`src/rtl/calc_operand_sequencer_v.sv`:
```
// Serial a/b/c nibble loader, settle timer and result register for the 7a-3b+6c calc.
// Optional CALC_SEQ_SATURATE_EN clamps overflowing results to 8'h7F.
module calc_operand_sequencer_v #(
  parameter int unsigned EVAL_CYCLES = 1
) (
  input  logic       i_clk,
  input  logic       i_rst,
  input  logic       i_clear,
  input  logic       i_nib_valid,
  input  logic [3:0] i_nib,
  output logic       o_nib_ready,
  output logic [3:0] o_au,
  output logic [3:0] o_bu,
  output logic [3:0] o_cu,
  input  logic [7:0] i_fu,
  output logic       o_res_valid,
  output logic [7:0] o_res,
  input  logic       i_res_ready,
  output logic       o_ovf
);

  typedef enum logic [2:0] {
    LOAD_A,
    LOAD_B,
    LOAD_C,
    EVAL,
    RESULT
  } state_t;

  localparam logic [3:0] CNT_INIT = 4'(EVAL_CYCLES - 1);

  state_t     state;
  state_t     state_nx;
  logic [3:0] cnt;
  logic       nib_xfer;
  logic       res_xfer;
  logic       capture;
  logic [9:0] lhs;
  logic [9:0] rhs;
  logic       ovf;
  logic [7:0] res_nx;

  assign o_nib_ready = (state == LOAD_A) ||
                       (state == LOAD_B) ||
                       (state == LOAD_C);
  assign nib_xfer = i_nib_valid & o_nib_ready;
  assign res_xfer = o_res_valid & i_res_ready;
  assign capture  = (state == EVAL) && (cnt == 4'd0);

  // Overflow test kept unsigned: 7a+6c-3b > 127
  assign lhs = 10'd7 * {6'd0, o_au} + 10'd6 * {6'd0, o_cu};
  assign rhs = 10'd127 + 10'd3 * {6'd0, o_bu};
  assign ovf = lhs > rhs;

`ifdef CALC_SEQ_SATURATE_EN
  assign res_nx = ovf ? 8'h7F : i_fu;
`else
  assign res_nx = i_fu;
`endif

  always_ff @(posedge i_clk or posedge i_rst) begin
    if (i_rst) begin
      state <= LOAD_A;
    end else begin
      state <= state_nx;
    end
  end

  always_comb begin
    state_nx = state;
    unique case (state)
      LOAD_A: if (nib_xfer) state_nx = LOAD_B;
      LOAD_B: if (nib_xfer) state_nx = LOAD_C;
      LOAD_C: if (nib_xfer) state_nx = EVAL;
      EVAL:   if (capture) state_nx = RESULT;
      RESULT: if (res_xfer) state_nx = LOAD_A;
      default: state_nx = LOAD_A;
    endcase
    if (i_clear) state_nx = LOAD_A;
  end

  always_ff @(posedge i_clk or posedge i_rst) begin
    if (i_rst) begin
      o_au        <= 4'd0;
      o_bu        <= 4'd0;
      o_cu        <= 4'd0;
      o_res       <= 8'd0;
      o_res_valid <= 1'b0;
      o_ovf       <= 1'b0;
      cnt         <= 4'd0;
    end else if (i_clear) begin
      o_res_valid <= 1'b0;
      o_ovf       <= 1'b0;
      cnt         <= 4'd0;
    end else begin
      if (nib_xfer && state == LOAD_A) o_au <= i_nib;
      if (nib_xfer && state == LOAD_B) o_bu <= i_nib;
      if (nib_xfer && state == LOAD_C) begin
        o_cu <= i_nib;
        cnt  <= CNT_INIT;
      end
      if (state == EVAL && cnt != 4'd0) cnt <= cnt - 4'd1;
      if (capture) begin
        o_res       <= res_nx;
        o_ovf       <= ovf;
        o_res_valid <= 1'b1;
      end
      if (res_xfer) o_res_valid <= 1'b0;
    end
  end

endmodule
```
`config.mk`:
```
export PLATFORM = sky130hd
export DESIGN_NAME = calc_operand_sequencer_v
export DESIGN_NICKNAME = d
export VERILOG_FILES = /design/src/rtl/calc_operand_sequencer_v.sv
export SDC_FILE = /design/constraint.sdc
export NUM_CORES = 1
export LEC_CHECK = 0
export ABC_CLOCK_PERIOD_IN_PS = 4600
export CAP_MARGIN = 20
export CORE_UTILIZATION = 33
export DETAILED_ROUTE_END_ITERATION = 6
export GPL_ROUTABILITY_DRIVEN = 0
export HOLD_SLACK_MARGIN = 0.02
export PLACE_DENSITY = 0.59
export RECOVER_POWER = 25
export SYNTH_ARGS = -nofsm -noshare
export SYNTH_HDL_FRONTEND = slang
export SYNTH_SLANG_ARGS = --single-unit
```
`constraint.sdc`:
```
create_clock -name i_clk -period 4.6 [get_ports i_clk]
set_clock_uncertainty 0.05 [all_clocks]
set_input_delay 0.69 -clock i_clk [delete_from_list [all_inputs] [get_ports i_clk]]
set_output_delay 0.69 -clock i_clk [all_outputs]
set_load 0.005 [all_outputs]
```
==> impl_summary.txt, run 1 <==
----------------------------------------------------
[Global routing]
  Total routing usage reported by global routing ... 14.50%
  Via count of the first global-routing pass ... about 1,500
  Most utilized layer in the global route result ... met2
  Met2 demand-to-capacity share in global routing ... between 20% and 30%
  Routing usage on met1 ... 20.73%
  Met3 capacity usage during global routing ... ~3.3%
  Maximum number of pins on one net before global-route repair ... 30
  First-pass GRT wire length ... 7.245 mm
  Antenna violations before repair ... 0
  Remaining Overflow, GRT ... 0

[Timing]
  Final period utilization ... 83.31%
  Max-slew violation count ... 30
  Transition time of the tightest slew-check pin ... ~1.6 ns
  Setup violators final ... 0
  Final Hold Vio Count ... 0
  Sum of negative setup slack ... 0 ns
  Final worst path period need ... 3.832 ns
  Achievable frequency ... around 0.26 GHz
  Unrepaired setup endpoints after global routing ... false
  Relative max-transition margin ... -3.949%

[Yosys]
  Top cells by area, synth ... dfrtp_1, ha_1, mux2_2
  Mean instance size in the synthesized netlist ... between 10 and 15 um^2
  Post-synth top cells ... ha_1, dfrtp_1, inv_1
  Proportion of netlist area held by the largest area contributor ... about a third
  Number of enable-type register cells in the synthesized netlist ... 0
  Post-synth cell types ... 37
  Post-Synthesis Cell Area ... approximately 0.0021 mm^2
  Fraction of registers with async set or reset after synthesis ... 100.0%
  Synthesized netlist cell count ... 198
  Synthesis-stage register bit count ... 29
  Most repeated cell in the gate-level netlist after synthesis ... ha_1
  Sequential cell area fraction in the yosys report ... 33.94%
  Yosys warning count ... 0
  Prevailing post-synth register cell ... dfrtp_1
  Synth area leader ... dfrtp_1
  Syn nets ... 254

[Finish]
  Synthesis-to-layout area growth ... 26.74%
  Number of diodes added for antenna fixing ... 0
  Post-route cell area ... ~0.0027 mm^2
  # fillers ... 618
  Area occupied by registers ... 725.7 um^2
  Area occupied by multi-input gates ... 0.001301 mm^2
  Layout cells sized above 1 ... 10.74%
  Number of nets in the layout ... 297

[Outcome]
  Violated checks ... capacitance limit, slew limit
  Run status ... finished, violations left

[Placement]
  Placement-stage cell area ... 0.002613 mm^2
  Port Buffer Count ... 39
  HPWL after detailed placement ... between 3 and 4 mm

[Floorplan]
  Die W ... between 80 and 90 um
  Die ar. ... 0.006805 mm^2
  Io pins ... 40
  Area of the core region ... 0.006096 mm^2
  Row Count ... 28
  Vertical extent of the die ... 82.50 um
  Starting utilization of the core area ... about a third

[Clock network]
  Post-CTS clock slew at the launch and capture registers of the worst setup and hold paths ... 0.06 ns
  Cells resized by post-CTS repair ... 0
  Clock Sinks ... 29
  Max clock buf depth ... 2
  Total setup buffers inserted after CTS ... 0
  TritonCTS clock tree ... done
  Total CTS buffers ... 5
  Deepest level of the CTS H-tree ... 2
  Hold-fix buffers at CTS ... 0
  Clock root buffer ... clkbuf_8
  Clock latency at the later pin of the worst-skew pair ... 0.28 ns

[Detailed routing]
  Router iterations before antenna repair ... 4
  Starting DRC count in detailed routing ... 60
  Via density per instance ... 4.871
  Detail-routed net length per standard cell ... 13.60 um
  Drt total wl ... ~4.3 mm
  DR vias ... about 1,500
  Detail Route Antenna Nets ... 0
  DRC violation count after routing ... 0

[Critical path]
  Setup slack of the worst register-to-register path ... 0.77 ns
  Critical Path Fanout Max ... 4
  Endpoint of the most critical register-to-register path ... o_ovf
  R2R depth ... 14
  Type of origin of the critical path ... flop
  Required time reported for the critical path endpoint ... 4.72 ns
  Worst R2R Start ... o_cu[0]
  Crit Path Category ... flop to flop
  Origin of the worst setup path ... o_cu[0]
  Data arrival time at the worst-slack endpoint ... 3.95 ns
  Crit. End Element ... flop

[Job]
  Max-Cap Viols ... 1

[Min path]
  Kind of path behind the tightest hold check ... flop to flop
  Destination of the worst hold path ... o_res[3]
  Number of instances on the worst hold path ... 1
  Critical hold path startpoint ... o_res[3]

[Pwr]
  Power density relative to cell area ... between 500 and 600 mW/mm^2
  Worst supply voltage drop on vdd ... 0.0002987 V
  Leakage dissipation ... 1.296 nW

----------------------------------------------------
## registers in the layout (all words and copies together) (netlist names)
name	cells
cnt	4
o_bu	4
o_res_valid	1
o_res	8
state	3
o_au	4
o_ovf	1
o_cu	4
## where the power goes
group          switching, mW  leakage, nW  internal [mW]
clock network         0.0958       0.0542          0.135
logic                  0.508        0.865          0.523
registers             0.0574        0.377          0.300
total                  0.661         1.30          0.958
## how the worst max path moves through the flow
stage / depth (start not counted) / slack [ns] / endpoint
after CTS: 14 / 0.74 / o_ovf
after global placement: 14 / 0.88 / o_ovf
after global routing: 14 / 0.57 / o_ovf
after floorplan: 14 / 0.99 / o_ovf
after detailed placement: 14 / 0.76 / o_ovf
final: 14 / 0.77 / o_ovf
## cell type report
cell class | instances | area share [%]
Inverter | 25 | 3.463
Tap cell | 75 | 3.463
Clock buffer | 7 | 3.555
Sequential cell | 29 | 26.78
Multi-Input combinational cell | 140 | 48.01
Clock inverter | 1 | 0.1847
Timing Repair Buffer | 40 | 14.54
## metal layers
metal | wire length (um) | share of wire, %
met1 | 2179 | 51
met3 | 200 | 4.6
met5 | 0 | 0
met4 | 56 | 1.3
met2 | 1875 | 43
## stage by stage
stage | worst slack, ns | total power [mW] | cells | util (%) | hold WS, ns
floorplan | 0.9897 | 1.105 | 198 | - | 0.4321
CTS | 0.7431 | 1.643 | 317 | 44.52 | 0.4483
detailed placement | 0.7619 | 1.402 | 309 | 42.86 | 0.4314
finish | 0.7678 | 1.619 | 317 | 44.46 | 0.4436
global placement | 0.8847 | 1.375 | 309 | 42.86 | 0.4242
global route | 0.5704 | 1.826 | 317 | 44.46 | 0.4564
## kinds of logic (layout without fill, tap and decap cells)
logic type      after synthesis  count (layout)  synth area share (%)
fa+ha+maj                    39              39                 25.63
flops                        29              29                 33.94
xor+xnor                     10              10                 4.096
mux                          24              24                 12.46
simple gates                 39              39                 10.42
buf+inv                      29              73                 5.208
compound gates               28              28                 8.250
## cell usage in the layout (no fill, tap or decap), types with 3 or more instances in the layout
master / count
nor2_1: 10
mux2_1: 6
mux2i_1: 3
clkbuf_8: 7
a21oi_1: 9
nor2b_1: 3
dfrtp_1: 29
clkdlybuf4s50_1: 38
inv_1: 25
ha_1: 31
fa_1: 8
nand2_1: 7
mux2_2: 15
xnor2_1: 8
a21o_1: 4
nand3_1: 3
nor3_1: 3
o21ai_0: 4
## critical path: stages (launching register included)
cell,delay (ns)
dfrtp_1,0.43
ha_1,0.24
inv_1,0.07
fa_1,0.43
fa_1,0.50
inv_1,0.07
fa_1,0.45
a21o_1,0.19
a21oi_1,0.17
xnor2_1,0.15
ha_1,0.26
o21ai_0,0.20
o21ai_0,0.09
nand3b_1,0.17
a32o_1,0.25
Power figures use the tool's default switching activity.
==> run 2: changes to the inputs <==
ABC_CLOCK_PERIOD_IN_PS = 3320   (was 4600)
PLACE_DENSITY = 0.61   (was 0.59)
clock period = 3.32 ns   (was 4.6 ns; I/O delays follow)
==> impl_summary.txt, run 2 (synthesis results as in run 1) <==
----------------------------------------------------
[Floorplan]
  Area of the core region ... 0.006096 mm^2 (unchanged)
  Die ar. ... 0.006805 mm^2 (unchanged)
  Starting utilization of the core area ... 35.08% (unchanged)
  Die W ... 82.50 um (unchanged)
  Row Count ... 28 (unchanged)
  Vertical extent of the die ... 82.50 um (unchanged)
  Io pins ... 40 (unchanged)

[Pwr]
  Leakage dissipation ... 1.377 nW (+6.2%)
  Power density relative to cell area ... 888.1 mW/mm^2 (+49%)
  Power consumption ... 2.578 mW (+59%)
  Worst supply voltage drop on vdd ... 0.0004858 V (+63%)

[Critical path]
  Buf/Inv on CP ... 0 (-2)
  Stage delay of the slowest cell on the critical path ... 0.56 ns (+0.06 ns)
  Crit Path Category ... flop to flop
  Critical Path Fanout Max ... 2 (-2)
  Slowest cell on the critical path ... fa_1
  Top cell by count, worst path ... fa_1
  Kind of cell adding the most delay to the critical path ... adder cells
  Data arrival time at the worst-slack endpoint ... 3.60 ns (-0.35 ns)
  Type of origin of the critical path ... flop
  Required time reported for the critical path endpoint ... 3.44 ns (-1.28 ns)
  Crit. End Element ... flop
  Origin of the worst setup path ... o_au[0]
  Worst R2R Start ... o_au[0]
  Sequence of cells on the critical path ... fa_1 > fa_1 > ha_2 > fa_2 > a21o_1 > a21oi_2 > xnor2_1 > ha_1 > o21ai_2 > o21ai_1 > nand3b_1 > a32o_1

[Finish]
  Post-route cell area ... 0.002903 mm^2 (+7.1%)
  Most flops, register ... o_res
  # fillers ... 590 (-4.5%)
  Most frequent cells in the layout ... clkdlybuf4s50_1, dfrtp_1, ha_1
  Largest register FFs ... 8 (unchanged)
  Layout cells sized above 1 ... 21.62% (+11 points)
  Number of nets in the layout ... 315 (+6.1%)
  Most common cell after layout, fill and taps aside ... clkdlybuf4s50_1
  Synthesis-to-layout area growth ... 35.75%
  Number of diodes added for antenna fixing ... 0 (unchanged)

[Global routing]
  Antenna violations before repair ... 0 (unchanged)
  Remaining Overflow, GRT ... 0 (unchanged)
  Via count of the first global-routing pass ... 1,611 (+6.6%)
  Total routing usage reported by global routing ... 14.83% (+0.33 points)
  First-pass GRT wire length ... 7.438 mm (+2.7%)
  Maximum number of pins on one net before global-route repair ... 30 (unchanged)

[Min path]
  Kind of path behind the tightest hold check ... flop to flop
  Critical hold path startpoint ... o_res[1]

[Outcome]
  Violated checks ... capacitance limit, slew limit, setup timing
  Run status ... finished, violations left

[Detailed routing]
  Detail Route Antenna Nets ... 0 (unchanged)
  DR vias ... 1,613 (+4.5%)
  Starting DRC count in detailed routing ... 73 (+22%)
  Detail-routed net length per standard cell ... 13.64 um (+0.28%)
  Via density per instance ... 4.829 (-0.85%)
  Drt total wl ... 4.555 mm (+5.7%)
  Router iterations before antenna repair ... 4 (unchanged)
  DRC violation count after routing ... 0 (unchanged)

[Timing]
  Worst setup margin ... -0.1568 ns (-0.9246 ns)
  Max-slew violation count ... 30 (unchanged)
  Final worst path period need ... 3.477 ns (-0.3554 ns)
  Final Hold Vio Count ... 0 (unchanged)
  Final period utilization ... 104.7% (+21 points)
  Setup violators final ... 1 (+1)
  Sum of negative setup slack ... -0.1568 ns (-0.1568 ns)
  Transition time of the tightest slew-check pin ... 1.631 ns (+0.07167 ns)
  Relative max-transition margin ... -8.727% (-4.8 points)
  Unrepaired setup endpoints after global routing ... true
  Achievable frequency ... 0.2876 GHz (+10%)

[Job]
  Max-Cap Viols ... 1 (unchanged)

[Clock network]
  Clock Sinks ... 29 (unchanged)
  TritonCTS clock tree ... done
  Post-CTS clock slew at the launch and capture registers of the worst setup and hold paths ... 0.06 ns (about the same)
  Max clock buf depth ... 2 (unchanged)
  Clock root buffer ... clkbuf_8
  Total CTS buffers ... 5 (unchanged)
  Deepest level of the CTS H-tree ... 2 (unchanged)
  Clock latency at the later pin of the worst-skew pair ... 0.28 ns (about the same)

[Placement]
  Port Buffer Count ... 39 (unchanged)
  Placement-stage cell area ... 0.002758 mm^2 (+5.6%)
  Worst slack at placement ... -0.2503 ns (-1.012 ns)
  HPWL after detailed placement ... 3.547 mm (+5.1%)

----------------------------------------------------
-- run 2: cell types whose count changed in the layout (fill, tap and decap cells not counted), moves of 2 or more --
cell / before / now
a21oi_2: 0 / 3
inv_1: 25 / 23
ha_1: 31 / 26
ha_4: 0 / 3
a21oi_1: 9 / 6
ha_2: 0 / 2
o21ai_0: 4 / 2
buf_4: 0 / 18
inv_2: 0 / 2
-- run 2: area by class of cell --
cell class | instances | area, um^2 | area share (%)
clock buffers | 7 | 86.33 | 2.974
inverters | 25 | 93.84 | 3.233
well taps | 75 | 93.84 | 3.233
multi-input cells | 140 | 1374 | 47.33
repair buffers | 58 | 529.3 | 18.23
flip-flops and latches | 29 | 725.7 | 25.00
-- run 2: what timing repair did --
action                                  CTS  global route
gates resized for setup                   6             2
setup buffers                             2             1
hold buffers                              0             0
pin swaps                                12             5
endpoints found under the setup margin    1             1
-- run 2: through the flow --
stage               hold slack (ns)  util [%]  instances
floorplan                    0.4321         -        198
global placement             0.4239     45.24        324
detailed placement           0.4339     45.24        324
CTS                          0.4440     47.23        333
global route                 0.4484     47.62        334
finish                       0.4389     47.62        334
-- run 2: final timing paths --
check / endpoint / slack (ns) / depth (start not counted)
setup / recovery: o_ovf / -0.16 / 12
max in group asynchronous: o_cu[1] / 1.11 / 3
hold reg to reg: o_res[1] / 0.44 / 1
hold / removal: o_res[1] / 0.44 / 1
setup reg to reg: o_ovf / -0.16 / 12
min in group asynchronous: o_au[0] / 1.17 / 3
-- run 2: power breakdown --
part / total [mW] / leakage (nW) / switching, mW / internal [mW]
combinational: 1.82 / 0.956 / 0.867 / 0.949
clock: 0.294 / 0.0443 / 0.130 / 0.164
sequential: 0.468 / 0.377 / 0.0526 / 0.416
-- run 2: layer usage --
metal  vias up  GRT usage [%]  share of wire [%]
met5         -              0                  0
met4         0          4.138                1.1
met3         4          4.286                3.9
met2        33          23.14                 47
met1       773          20.01                 48
li1        803              -                  -
==> run 3: changes to the inputs <==
CORE_MARGIN = 10   (was not set)
==> impl_summary.txt, run 3 (synthesis results as in run 1) <==
----------------------------------------------------
[Clock network]
  Deepest level of the CTS H-tree ... 2 (unchanged)
  Clock latency at the later pin of the worst-skew pair ... 0.28 ns (about the same)
  Clock Sinks ... 29 (unchanged)
  TritonCTS clock tree ... done
  Total CTS buffers ... 5 (unchanged)
  Max clock buf depth ... 2 (unchanged)
  Post-CTS clock slew at the launch and capture registers of the worst setup and hold paths ... 0.06 ns (about the same)
  Hold-fix buffers at CTS ... 0 (unchanged)
  Clock root buffer ... clkbuf_8

[Detailed routing]
  Detail-routed net length per standard cell ... 13.80 um (+1.2%)
  Drt total wl ... 4.693 mm (+3.0%)
  DRC violation count after routing ... 0 (unchanged)
  Router iterations before antenna repair ... 2 (-2)
  DR vias ... 1,613 (unchanged)
  Detail Route Antenna Nets ... 0 (unchanged)
  Starting DRC count in detailed routing ... 23 (-68%)
  Via density per instance ... 4.744 (-1.8%)

[Pwr]
  Fraction of power consumed by the clock network ... 10.6% (-0.8 points)
  Switching Fraction ... 40.73% (about the same)
  Share of power burned in registers ... 18.3% (about the same)
  Worst supply voltage drop on vdd ... 0.0003769 V (-22%)
  Gate power share ... 71.1% (+0.7 points)
  Leakage dissipation ... 1.389 nW (+0.85%)
  Power density relative to cell area ... 875.7 mW/mm^2 (-1.4%)
  P_int ... 1.521 mW (-0.47%)
  Net switching power ... 1.046 mW (-0.34%)

[Timing]
  Hold Slack ... 0.4423 ns (+0.003423 ns)
  Final period utilization ... 104.4% (-0.32 points)
  Relative max-transition margin ... -2.500% (+6.2 points)
  Max-slew violation count ... 30 (unchanged)
  Setup violators final ... 1 (unchanged)
  Final worst path period need ... 3.466 ns (-0.01068 ns)
  Unrepaired setup endpoints after global routing ... true
  Final Hold Vio Count ... 0 (unchanged)
  Worst setup margin ... -0.1461 ns (+0.01068 ns)
  Achievable frequency ... 0.2885 GHz (+0.31%)
  Transition time of the tightest slew-check pin ... 1.537 ns (-0.09341 ns)

[Critical path]
  Crit. End Element ... flop
  Data arrival time at the worst-slack endpoint ... 3.58 ns (-0.02 ns)
  Crit Path Category ... flop to flop
  Critical Path Fanout Max ... 4 (+2)
  Required time reported for the critical path endpoint ... 3.44 ns (about the same)
  Type of origin of the critical path ... flop

[Finish]
  Number of diodes added for antenna fixing ... 0 (unchanged)
  Number of nets in the layout ... 318 (+0.95%)
  Layout cells sized above 1 ... 24.71% (+3.1 points)
  Largest register FFs ... 8 (unchanged)
  Most frequent cells in the layout ... clkdlybuf4s50_1, dfrtp_1, ha_1
  Number of non-filler instances in the completed layout ... 340 (+1.8%)
  Final Core Density ... 46.43% (-1.2 points)
  Most flops, register ... o_res
  Most common cell after layout, fill and taps aside ... clkdlybuf4s50_1
  Synthesis-to-layout area growth ... 37.10%

[Outcome]
  Violated checks ... capacitance limit, slew limit, setup timing
  Run status ... finished, violations left

[Floorplan]
  Starting utilization of the core area ... 33.87% (-1.2 points)
  Die ar. ... 0.01010 mm^2 (+48%)
  Vertical extent of the die ... 100.5 um (+22%)
  Row Count ... 29 (+3.6%)
  Io pins ... 40 (unchanged)
  Area of the core region ... 0.006314 mm^2 (+3.6%)
  Die W ... 100.5 um (+22%)

[Global routing]
  Via count of the first global-routing pass ... 1,710 (+6.1%)
  Maximum number of pins on one net before global-route repair ... 30 (unchanged)
  Remaining Overflow, GRT ... 0 (unchanged)
  Total routing usage reported by global routing ... 9.820% (-5.0 points)
  Antenna violations before repair ... 0 (unchanged)
  First-pass GRT wire length ... 8.086 mm (+8.7%)

[Min path]
  Kind of path behind the tightest hold check ... flop to flop

[Placement]
  Number of placed instances with taps included ... 328 (+1.2%)
  HPWL after detailed placement ... 3.916 mm (+10%)
  Port Buffer Count ... 39 (unchanged)

[Job]
  Max-Cap Viols ... 1 (unchanged)

----------------------------------------------------
run 3: area by class of cell:
type / count / area (um^2)
flip-flops and latches: 29 / 726.9
repair buffers: 61 / 551.8
well taps: 77 / 96.34
multi-input cells: 140 / 1376
clock buffers: 5 / 68.82
clock inverters: 3 / 17.52
inverters: 25 / 93.84
fillers: 633 / 3382
run 3: metrics by stage:
step                worst slack [ns]  setup TNS [ns]  power [mW]  area (um^2)
floorplan                    -0.1021         -0.1021       1.654         2171
global placement             -0.1964         -0.1964       2.184         2775
detailed placement           -0.2281         -0.2281       2.202         2775
CTS                          -0.1532         -0.1532       2.582         2909
global route                 -0.2897         -0.2897       2.856         2932
finish                       -0.1461         -0.1461       2.567         2932
run 3: routing by layer:
| layer | global-route usage (%) | share of wire (%) |
|---|---|---|
| met5 | 0 | 0 |
| met4 | 3.587 | 1.4 |
| met3 | 3.704 | 6.3 |
| met2 | 16.67 | 50 |
| met1 | 10.93 | 42 |
run 3: power groups by stage:
stage          clock network, mW  registers (mW)  logic, mW
2_1_floorplan                  0           0.486       1.17
3_5_place_dp                   0           0.478       1.72
4_1_cts                    0.290           0.472       1.82
3_3_place_gp                   0           0.475       1.71
5_1_grt                    0.307           0.481       2.07
6_report                   0.272           0.470       1.82
run 3: worst paths after layout:
path,slack (ns),cells after the start,to,from
setup / recovery,-0.15,12,o_ovf,o_au[1]
hold / removal,0.44,1,o_res[1],o_res[1]
setup reg to reg,-0.15,12,o_ovf,o_au[1]
hold reg to reg,0.44,1,o_res[1],o_res[1]
max in group asynchronous,1.08,3,o_au[2],i_rst
min in group asynchronous,1.13,3,o_bu[3],i_rst
run 3: worst max-delay path, cell delays in order, from the launching register on:
cell,delay [ns]
dfrtp_1,0.43
fa_1,0.54
fa_1,0.42
ha_2,0.22
fa_2,0.39
a21o_1,0.17
a21oi_2,0.12
xnor2_1,0.08
ha_1,0.32
o21ai_2,0.16
o21ai_1,0.08
nand3b_1,0.16
a32o_1,0.23
run 3: timing repair:
item	in CTS	in global routing
setup buffers	2	2
pin swaps	13	13
endpoints found under the setup margin	1	1
gates resized for setup	8	5
==> variant: new RTL, flow settings as in run 3 <==
Re-encode `state_t` (5 states) as Gray code, 3 bits wide.
--- a/src/rtl/calc_operand_sequencer_v.sv
+++ b/src/rtl/calc_operand_sequencer_v.sv
@@ -21,9 +21,9 @@
 
   typedef enum logic [2:0] {
-    LOAD_A,
-    LOAD_B,
-    LOAD_C,
-    EVAL,
-    RESULT
+    LOAD_A = 3'b000,
+    LOAD_B = 3'b001,
+    LOAD_C = 3'b011,
+    EVAL   = 3'b010,
+    RESULT = 3'b110
   } state_t;
 
Formal check against the unedited RTL: no difference found for any inputs over 10 cycles, from zero or initial values and one cycle with i_rst high; not proved beyond that.
==> variant against run 3 <==
- the flow still finishes with violations (capacitance limit, slew limit, setup timing)
- cell area is 1.3% lower
- area after synthesis rose by 0.94%
- worst setup slack worse by 0.047 ns
- wire length is 1.9% higher
- sequential share of layout area increased by 0.28 points
- highest routed layer unchanged
- power is 8.3% lower
- die area up 0.75%
- sequential cell count did not move
- first-iteration DRC count is 130% higher
==> variant: results (changes against run 3) <==
final_cells: 336  # -1.2%
multi_input_area_mm2: 0.00138  # about the same
numCtsBuffers: 5  # unchanged
antenna_found_initial: 0  # unchanged
clock_buffers: 6  # +1
clock_power_share_pct: 11.7  # +1.1 points
preCtsSetupSlack_ns: -0.254  # -0.0260 ns
avgSynthCellArea_um2: 11.0  # +1.4%
grt.total_usage_pct: 9.90  # +0.079 points
ys_types: 38  # +2.7%
drive_gt1_share_pct: 25.5  # +0.77 points
largest_reg_flops: 8  # unchanged
nets: 314  # -1.3%
ant_nets: 0  # unchanged
clockBufferDepth: 2  # unchanged
drt_first_pass_iters: 4  # +2
setup_ws_ns: -0.193  # -0.0468 ns
antenna_cells: 0  # unchanged
relSlewSlack_pct: -4.03  # -1.5 points
power.switching_w: 0.000933  # -11%
comb_power_share_pct: 67.3  # -3.8 points
num-nonclk-buffers: 56  # -8.2%
vias_per_cell: 4.76  # +0.25%
root_buffer: "clkbuf_8"
fillCellCount: 591  # -6.6%
synthesis.nets: 253  # -0.39%
cts_setup_buffers: 1  # -1
seq_area_frac_synth_pct: 33.6  # -0.31 points
io_buffers: 39  # unchanged
final_util_pct: 45.6  # -0.86 points
finalSetupViolCount: 1  # unchanged
ir_drop_v: 0.000405  # +7.4%
fin_setup_tns_ns: -0.193  # -0.0468 ns
synth.area.top_cells: "dfrtp_1 (34%), ha_1 (18%), mux2_2 (11%)"
drv_cap: 1  # unchanged
dp_cells: 327  # -0.30%
place_area_mm2: 0.00278  # +0.23%
buf_share_pct: 17.8  # -1.1 points
clockNetworkAreaShare_pct: 2.85  # -0.092 points
inv_count: 26  # +4.0%
ys_warn_count: 0  # unchanged
synth_common_cells: "ha_1 (31), dfrtp_1 (29), inv_1 (26)"
seq-cell-share_pct: 25.1  # +0.28 points
path_clk_slew_ns: 0.06  # about the same
synth_ff_type: "dfrtp_1"
hold_path.class: "reg2reg"
outcome: "finished, violations left"
ctsResizeCount: 5  # -3
grt_pass1_vias: 1713  # +0.18%
p_leak_nw: 1.35  # -2.7%
drt_first_iter_violations: 52  # +130%
cts-htree-levels: 2  # unchanged
worst-path-max-fanout: 3  # -1
violations: "capacitance limit, slew limit, setup timing"
grt_pass1_wl_um: 8200  # +1.5%
wl_um: 4780  # +1.9%
power.total_w: 0.00235  # -8.3%
drv_slew: 30  # unchanged
multi_input_gates: 140  # unchanged
place_hpwl_um: 3840  # -1.9%
[variant: cell types whose count changed after synthesis, sizes merged, moves of 2 or more]
| cell | delta |
|---|---|
| o21ai | +3 |
| a211oi | +2 |
| clkbuf | -2 |
| mux2i | -2 |
| nor2 | +2 |
| nor3b | +2 |
| or4 | -2 |
[variant: kinds of logic after synthesis]
logic type	count (synthesis)	synth area share [%]
AND/OR/NAND/NOR	42	12.5
adder cells (fa/ha/maj)	39	25.4
flip-flops	29	33.6
buffers and inverters	28	5.27
AO/OA/AOI/OAI	27	7.77
multiplexers	22	11.4
XOR/XNOR	10	4.06
[variant: worst max-delay path, cell delays in order, from the launching register on]
cell,delay [ns]
dfrtp_1,0.41
fa_1,0.56
fa_1,0.42
ha_2,0.21
fa_2,0.39
a21o_1,0.17
a21oi_2,0.15
xnor2_1,0.14
ha_1,0.28
o21ai_2,0.16
o21ai_1,0.09
nand3b_1,0.16
a32o_1,0.22
[variant: final timing paths]
kind | from | to | slack [ns] | cells after the start
hold reg to reg | o_res[0]$_DFFE_PP0P_ | o_res[0]$_DFFE_PP0P_ | 0.46 | 1
min in group asynchronous | i_rst | o_res[1]$_DFFE_PP0P_ | 1.15 | 3
hold / removal | o_res[0]$_DFFE_PP0P_ | o_res[0]$_DFFE_PP0P_ | 0.46 | 1
max in group asynchronous | i_rst | o_bu[1]$_DFFE_PP0P_ | 1.16 | 3
setup reg to reg | o_au[2]$_DFFE_PP0P_ | o_ovf$_DFFE_PP0P_ | -0.19 | 12
setup / recovery | o_au[2]$_DFFE_PP0P_ | o_ovf$_DFFE_PP0P_ | -0.19 | 12
[variant: metal layers]
layer,global-route usage [%],vias to the layer above,part of all wire [%]
met5,0,-,0
met4,2.93,0,0.88
met3,2.67,5,4.4
met2,15.3,30,47
met1,13.1,758,48
li1,-,805,-
